File: config.mk
export PLATFORM = sky130hd
export DESIGN_NAME = mul_seq_ctrl
export DESIGN_NICKNAME = d
export VERILOG_FILES = /design/src/rtl/mul_seq_pkg.sv /design/src/rtl/mul_seq_ctrl.sv
export SDC_FILE = /design/constraint.sdc
export NUM_CORES = 1
export LEC_CHECK = 0
export BUFFER_PORTS_ARGS = -buffer_cell sky130_fd_sc_hd__buf_4
export CORE_MARGIN = 2
export CORE_UTILIZATION = 30
export DETAILED_ROUTE_END_ITERATION = 12
export PLACE_DENSITY = 0.52
export REMOVE_ABC_BUFFERS = 1
export SYNTH_ARGS = -nofsm -noshare
export SYNTH_HDL_FRONTEND = slang
export SYNTH_SLANG_ARGS = --single-unit
File: constraint.sdc
create_clock -name clk_i -period 2.6 [get_ports clk_i]
set_input_delay 0.26 -clock clk_i [delete_from_list [all_inputs] [get_ports clk_i]]
set_output_delay 0.26 -clock clk_i [all_outputs]
set_load 0.05 [all_outputs]
File: src/rtl/mul_seq_pkg.sv
// Shared types and sizing for the shift-and-add multiply sequencer.
// Keep MUL_WIDTH in step with the 32-bit Adder it drives.
package mul_seq_pkg;

  typedef enum logic [1:0] {
    IDLE = 2'd0,
    RUN  = 2'd1,
    DONE = 2'd2
  } state_t;

  localparam int MUL_WIDTH = 32;
  localparam int MUL_CNT_W = 5;

endpackage

File: src/rtl/mul_seq_ctrl.sv
// Multi-cycle MUL sequencer: feeds an external adder one partial product
// per cycle and keeps the low word of src1*src2.
module mul_seq_ctrl
  import mul_seq_pkg::*;
#(
  parameter int WIDTH = MUL_WIDTH,
  parameter int CNT_W = MUL_CNT_W
) (
  input  logic             clk_i,
  input  logic             rst_i,
  input  logic             start_i,
  input  logic             abort_i,
  input  logic [WIDTH-1:0] src1_i,
  input  logic [WIDTH-1:0] src2_i,
  output logic             ready_o,
  output logic             done_o,
  output logic [WIDTH-1:0] result_o,
  output logic [WIDTH-1:0] add_a_o,
  output logic [WIDTH-1:0] add_b_o,
  input  logic [WIDTH-1:0] add_sum_i
);

  state_t             state_q, state_d;
  logic [WIDTH-1:0]   mcand_q, mcand_d;
  logic [WIDTH-1:0]   mplier_q, mplier_d;
  logic [WIDTH-1:0]   acc_q, acc_d;
  logic [WIDTH-1:0]   result_q, result_d;
  logic [CNT_W-1:0]   cnt_q, cnt_d;
  logic               last_iter;

  assign last_iter = (cnt_q == CNT_W'(WIDTH - 1))
                  || ((mplier_q >> 1) == '0);

  always_comb begin
    state_d  = state_q;
    mcand_d  = mcand_q;
    mplier_d = mplier_q;
    acc_d    = acc_q;
    result_d = result_q;
    cnt_d    = cnt_q;
    add_a_o  = '0;
    add_b_o  = '0;
    unique case (state_q)
      IDLE: begin
        if (!abort_i && start_i) begin
          mcand_d  = src1_i;
          mplier_d = src2_i;
          acc_d    = '0;
          cnt_d    = '0;
          if (src2_i != '0) begin
            state_d = RUN;
          end else begin
            state_d  = DONE;
            result_d = '0;
          end
        end
      end
      RUN: begin
        add_a_o = acc_q;
        add_b_o = mplier_q[0] ? mcand_q : '0;
        if (abort_i) begin
          state_d = IDLE;
        end else begin
          acc_d    = add_sum_i;
          mcand_d  = mcand_q << 1;
          mplier_d = mplier_q >> 1;
          cnt_d    = cnt_q + 1'b1;
          if (last_iter) begin
            state_d  = DONE;
            result_d = add_sum_i;
          end
        end
      end
      DONE: begin
        state_d = IDLE;
      end
      default: begin
        state_d = IDLE;
      end
    endcase
  end

  always_ff @(posedge clk_i or negedge rst_i) begin
    if (!rst_i) begin
      state_q  <= IDLE;
      mcand_q  <= '0;
      mplier_q <= '0;
      acc_q    <= '0;
      result_q <= '0;
      cnt_q    <= '0;
    end else begin
      state_q  <= state_d;
      mcand_q  <= mcand_d;
      mplier_q <= mplier_d;
      acc_q    <= acc_d;
      result_q <= result_d;
      cnt_q    <= cnt_d;
    end
  end

  assign ready_o  = (state_q == IDLE);
  // an abort landing on the DONE cycle swallows the pulse
  assign done_o   = (state_q == DONE) && !abort_i;
  assign result_o = result_q;

endmodule

Word level (Yosys, flattened, before mapping)
Index checks and enable logic that the tools add are counted.
{"block": "totals", "out_inout_bits": 98, "input_bits": 100, "elab_cells": 51, "reg_bits": 135}
{"block": "op_classes", "reduce_logical": 11, "muxes": 25, "addsub": 1, "n_eq_ne": 8}
{"operator": "two-way mux 32 bit", "n": 13}
{"operator": "one-hot mux 32 bit (2 select lines)", "n": 4}
{"operator": "logical NOT 32 bit", "n": 1}
{"operator": "nonzero test 32 bit", "n": 1}
{"operator": "two-way mux 5 bit", "n": 2}
{"operator": "one-hot mux 5 bit (2 select lines)", "n": 1}
{"operator": "two-way mux 2 bit", "n": 4}
{"operator": "inequality test 2 bit, second input constant", "n": 3}
{"operator": "adder 5 x 1 -> 5 bit, second input constant", "n": 1}
{"operator": "equality test 5 bit, second input constant", "n": 1}
{"operator": "AND reduction 5 bit", "n": 1}
{"operator": "one-hot mux 2 bit (2 select lines)", "n": 1}
{"operator": "inequality test 3 bit, second input constant", "n": 1}
{"operator": "AND reduction 3 bit", "n": 1}
{"operator": "equality test 2 x 1 -> 1 bit, second input constant", "n": 1}
{"operator": "equality test 2 bit, second input constant", "n": 1}
{"operator": "logical AND 1 bit", "n": 2}
{"operator": "logical NOT 2 bit", "n": 1}
{"operator": "inequality test 2 x 1 -> 1 bit, second input constant", "n": 1}
{"operator": "AND reduction 2 bit", "n": 1}
{"operator": "nonzero test 2 bit", "n": 1}
{"operator": "logical NOT 1 bit", "n": 1}
{"operator": "logical OR 1 bit", "n": 1}

Depth between registers and ports, before layout
{"block": "logic_depth", "depth_word": 5, "mapped_depth": 9, "ltp_nobuf": 7}

Worst setup path before layout
OpenSTA, ideal clock, no wires.
{"block": "synth_timing", "kind": "register -> register", "startpoint": "register cnt_q[0]", "endpoint": "register result_q[10] (netlist: result_o[10])", "path_stages_with_launch": 10, "arrival_ns": 1.741, "t_required_ns": 2.479, "synth_period_minus_slack_ns": 1.862, "slack_ns": 0.738, "setup_time_ns": 0.121, "path_buffers": 2, "path_cell_list": "dfrtp_1 -> ha_1 -> and3_1 -> ha_1 -> nor2_1 -> o21ai_2 -> and2_4 -> buf_12 -> buf_12 -> a22o_1"}
{"block": "synth_via", "elab_chain_cells": 4}
{"element": "from (decl)", "line": "mul_seq_ctrl.sv:28", "source": "logic [CNT_W-1:0] cnt_q, cnt_d;"}
{"element": "from (signal assigned)", "line": "mul_seq_ctrl.sv:97", "source": "cnt_q <= cnt_d;"}
{"element": "equality test 5 bit", "line": "mul_seq_ctrl.sv:31", "source": "assign last_iter = (cnt_q == CNT_W'(WIDTH - 1))"}
{"element": "logical OR 1 bit", "line": "mul_seq_ctrl.sv:32", "source": "|| ((mplier_q >> 1) == '0);"}
{"element": "inequality test 2 bit (no source line)"}
{"element": "AND reduction 5 bit (no source line)"}
{"element": "to (signal assigned)", "line": "mul_seq_ctrl.sv:96", "source": "result_q <= result_d;"}
{"element": "to (decl)", "line": "mul_seq_ctrl.sv:27", "source": "logic [WIDTH-1:0] result_q, result_d;"}
No other way between the ends.
A chain may end at the register's enable or synchronous reset.

Worst setup path after layout
{"block": "layout_timing", "startpoint": "register state_q[0]", "endpoint": "output add_b_o[14]"}
{"block": "layout_via", "elab_chain_cells": 2}
{"element": "from (decl)", "line": "mul_seq_ctrl.sv:23", "source": "state_t state_q, state_d;"}
{"element": "from (signal assigned)", "line": "mul_seq_ctrl.sv:92", "source": "state_q <= state_d;"}
{"element": "equality test 2 x 1 -> 1 bit", "line": "mul_seq_ctrl.sv:43", "source": "unique case (state_q)"}
{"element": "two-way mux 32 bit", "line": "mul_seq_ctrl.sv:43"}
{"element": "to (decl)", "line": "mul_seq_ctrl.sv:19", "source": "output logic [WIDTH-1:0] add_b_o,"}
No other way between the ends.

==> metrics.md <==
| Metric | Value |
|---|---|
| Worst slew margin | 0.396 |
| Antenna-violating nets left | 0 |
| Via count | 5,416 |
| Core area | 20,200 um2 |
| Peak VDD IR | 0.651 mV |
| PwrDens | 1070 nW/um2 |
| RSZ-0062 raised after global routing | false |
| Share of post-route cells with drive strength above 1 | 0.293 |
| Cell Area, Synth | 6200 um2 |
| Skew-Pair Late Insertion Delay | 420 ps |
| Sw Share | 0.394 |
| Clock group share of total power | 0.293 |
| Max Root-Sink Buffers | 2 |
| Final worst path period need | 2220 ps |
| Top Usage Layer GRT | met2 |
| Combinational cell fraction of total power | 0.361 |
| Die area | 21,800 um2 |
| CP arrival | 1960 ps |
| Worst-path cell chain | nor2b_4 -> buf_12 -> and3_1 -> buf_4 |
| Syn Area/Cell | 9.14 um2 |
| Largest net degree at the start of global routing | 145 |
| DP HPWL | 11,800 um |
| Area Growth Syn to Fin | 38.5% |
| Final Util | 0.425 |
| Met3 Resource Use GR | 0.0336 |
| FILL cells | 2,026 |
| CTS clk-pin slew, worst paths | 60 ps |
| Final GP Congestion | 0.741 |
| Synth Warn # | 0 |
| Slowest CP cell | dfrtp_1 |
| Vias in the first global route | 5,412 |
| Antenna cells | 0 |
| Core Rows | 52 |
| Crit Path Class | reg2out |
| Pint | 5.59 mW |
| Overall Power | 9.22 mW |
| Min Hold Slack | 66.5 ps |
| Psw | 3.63 mW |
| Async SR Flop Fraction | 1.00 |
| Most common flop cell mapped by yosys | dfrtp_1 |
| Post-synth EDFFs | 0 |
| Hold crit path type | in2reg |
| Seq/Total Area, Yosys | 0.544 |
| Final hold vios | 0 |
| Initial DRT Pass Iterations | 5 |
| H-Tree Depth | 4 |
| Grt total ovfl | 0 |
| DRC violations left | 0 |
| Seq pwr share | 0.345 |
| Clock root buffer | clkbuf_16 |
| Die width | 148 um |
| Final number of max-transition violations | 0 |
| Initial core utilization | 0.307 |
| First-pass GRT wire length | 28,700 um |
| Iteration-0 DRC Markers | 292 |
| Layout Nets | 956 |
| Mapped Cells | 679 |
| Worst Max-Slew Pin Slew | 902 ps |
| Setup skew after layout | 10.0 ps |
| Fmax | 450 MHz |
| Setup TNS | 0 ps |
| Boundary pin count | 198 |
| Worst-path maximum fanout | 69 |
| Status | completed |
| Clk sinks | 135 |
| # Max-Cap Violations | 0 |
| Crit path launch type | flip-flop |
| DR vias/cell | 4.77 |
| Met2 Usage GRT | 0.271 |
| WP data required | 2340 ps |
| Top Family by Delay on Critical Path | flip-flops |
| Synth top area cells | dfrtp_1 (54%), nand2_1 (12%), a31oi_1 (5.5%) |
| Num CTS Buffers | 17 |
| Lkg Pwr | 4.34 nW |
| Synth unique cells | 31 |
| Share of the synthesized area in the top cell type | 0.544 |
| Endpoint class of the critical path | output port |
| IO Port Bufs | 197 |
| Final Cycle Share | 0.854 |
| Initial antenna violation count | 0 |
| Post-synthesis register bit count | 135 |
| GR met1 Demand/Resource | 0.226 |
| Setup Viol. Count Final | 0 |
| Routed len/inst | 15.8 um |
| Yosys top cell by area | dfrtp_1 |
| Slowest stage delay, CP | 530 ps |
| Worst path bufs/invs | 2 |
| Total track usage | 0.165 |
| Drt total wl | 18,000 um |
| CTS tree | done |
| Chip Height | 148 um |
-- layout by cell type, fill, tap and decap left out, types with 2 or more instances in the layout --
cell	Yosys	layout
a22oi_1	7	7
dfrtp_1	135	135
clkbuf_16	0	17
buf_4	0	204
nor4_1	11	11
and2_1	32	32
nand2_1	193	193
nand3_1	34	34
nor2_1	62	62
o21ai_1	3	2
inv_6	0	3
buf_12	4	5
clkinv_4	0	4
a22o_1	34	34
and3_1	33	33
ha_1	2	2
xor2_1	2	2
a31oi_1	55	55
nor4_2	4	4
nand4_1	5	5
bufinv_16	0	5
-- cell type report --
cell class / count / area (um2) / share of cell area
inverter: 1 / 3.75 / 0.000437
clock buffer: 18 / 439 / 0.0511
multi-input combinational: 488 / 2560 / 0.298
tap: 270 / 338 / 0.0393
timing repair buffer: 211 / 1650 / 0.192
clock inverter: 13 / 219 / 0.0255
sequential: 135 / 3380 / 0.393
-- path summary, 6_finish.rpt --
check | depth (start not counted) | slack (ps) | startpoint | endpoint
setup / recovery | 4 | 380 | state_q[0] | add_b_o[14]
hold / removal | 2 | 70 | src1_i[0] | mcand_q[0]
setup reg to reg | 6 | 460 | mplier_q[24] | result_o[9]
hold reg to reg | 2 | 460 | acc_q[18] | acc_q[18]
max in group asynchronous | 3 | 1420 | rst_i | mplier_q[15]
min in group asynchronous | 2 | 350 | rst_i | result_o[12]
-- state kept, by name (all words and copies together), names as in the netlist --
| name | flops |
|---|---|
| acc_q | 32 |
| mcand_q | 32 |
| mplier_q | 32 |
| result_o | 32 |
| cnt_q | 5 |
| state_q | 2 |
-- metrics by stage --
step	cell area, um2	std cells	setup WS [ps]
after floorplan	5910	624	-3100
after global placement	7920	1104	389
after detailed placement	7920	1104	394
after CTS	8590	1136	351
after global routing	8590	1136	238
final	8590	1136	379
-- what timing repair did --
item,CTS,global route
endpoints found under the hold margin,44,0
hold buffers,1,0
endpoints found under the setup margin,0,0
buffers inserted,0,0
gates resized for setup,0,0
-- power by group through the flow --
stage                     Clock [mW]  Combinational, mW  Sequential (mW)
after floorplan                    0               1.35             4.03
after global placement             0               3.35             3.22
after detailed placement           0               3.37             3.22
after CTS                       2.78               3.37             3.19
after global routing            2.86               3.56             3.27
final                           2.70               3.33             3.18
-- cells in the mapped netlist (2+ instances only) --
master and n:
nor2_1 62, and3_1 33, buf_1 4, nand2_1 193
o21ai_1 3, nand3_1 34, buf_2 21, a22oi_1 7
and2_1 32, dfrtp_1 135, nor4_2 4, a31oi_1 55
nand4_1 5, buf_12 4, clkbuf_1 26, xor2_1 2
a22o_1 34, ha_1 2, nor4_1 11
-- kinds of logic after synthesis --
| family | after synthesis | synth area share |
|---|---|---|
| buffers and inverters | 56 | 0.0486 |
| XOR/XNOR | 2 | 0.00282 |
| AND/OR/NAND/NOR | 381 | 0.280 |
| adder cells (fa/ha/maj) | 2 | 0.00403 |
| AO/OA/AOI/OAI | 102 | 0.118 |
| flip-flops | 135 | 0.544 |
| multiplexers | 1 | 0.00181 |
-- routing by layer --
layer / vias to the layer above / routed length (um)
met4: 0 / 135
met5: - / 0
met3: 10 / 895
met1: 2594 / 8180
met2: 131 / 8760
li1: 2681 / -
Note: power is estimated with default switching activity, not from simulation.
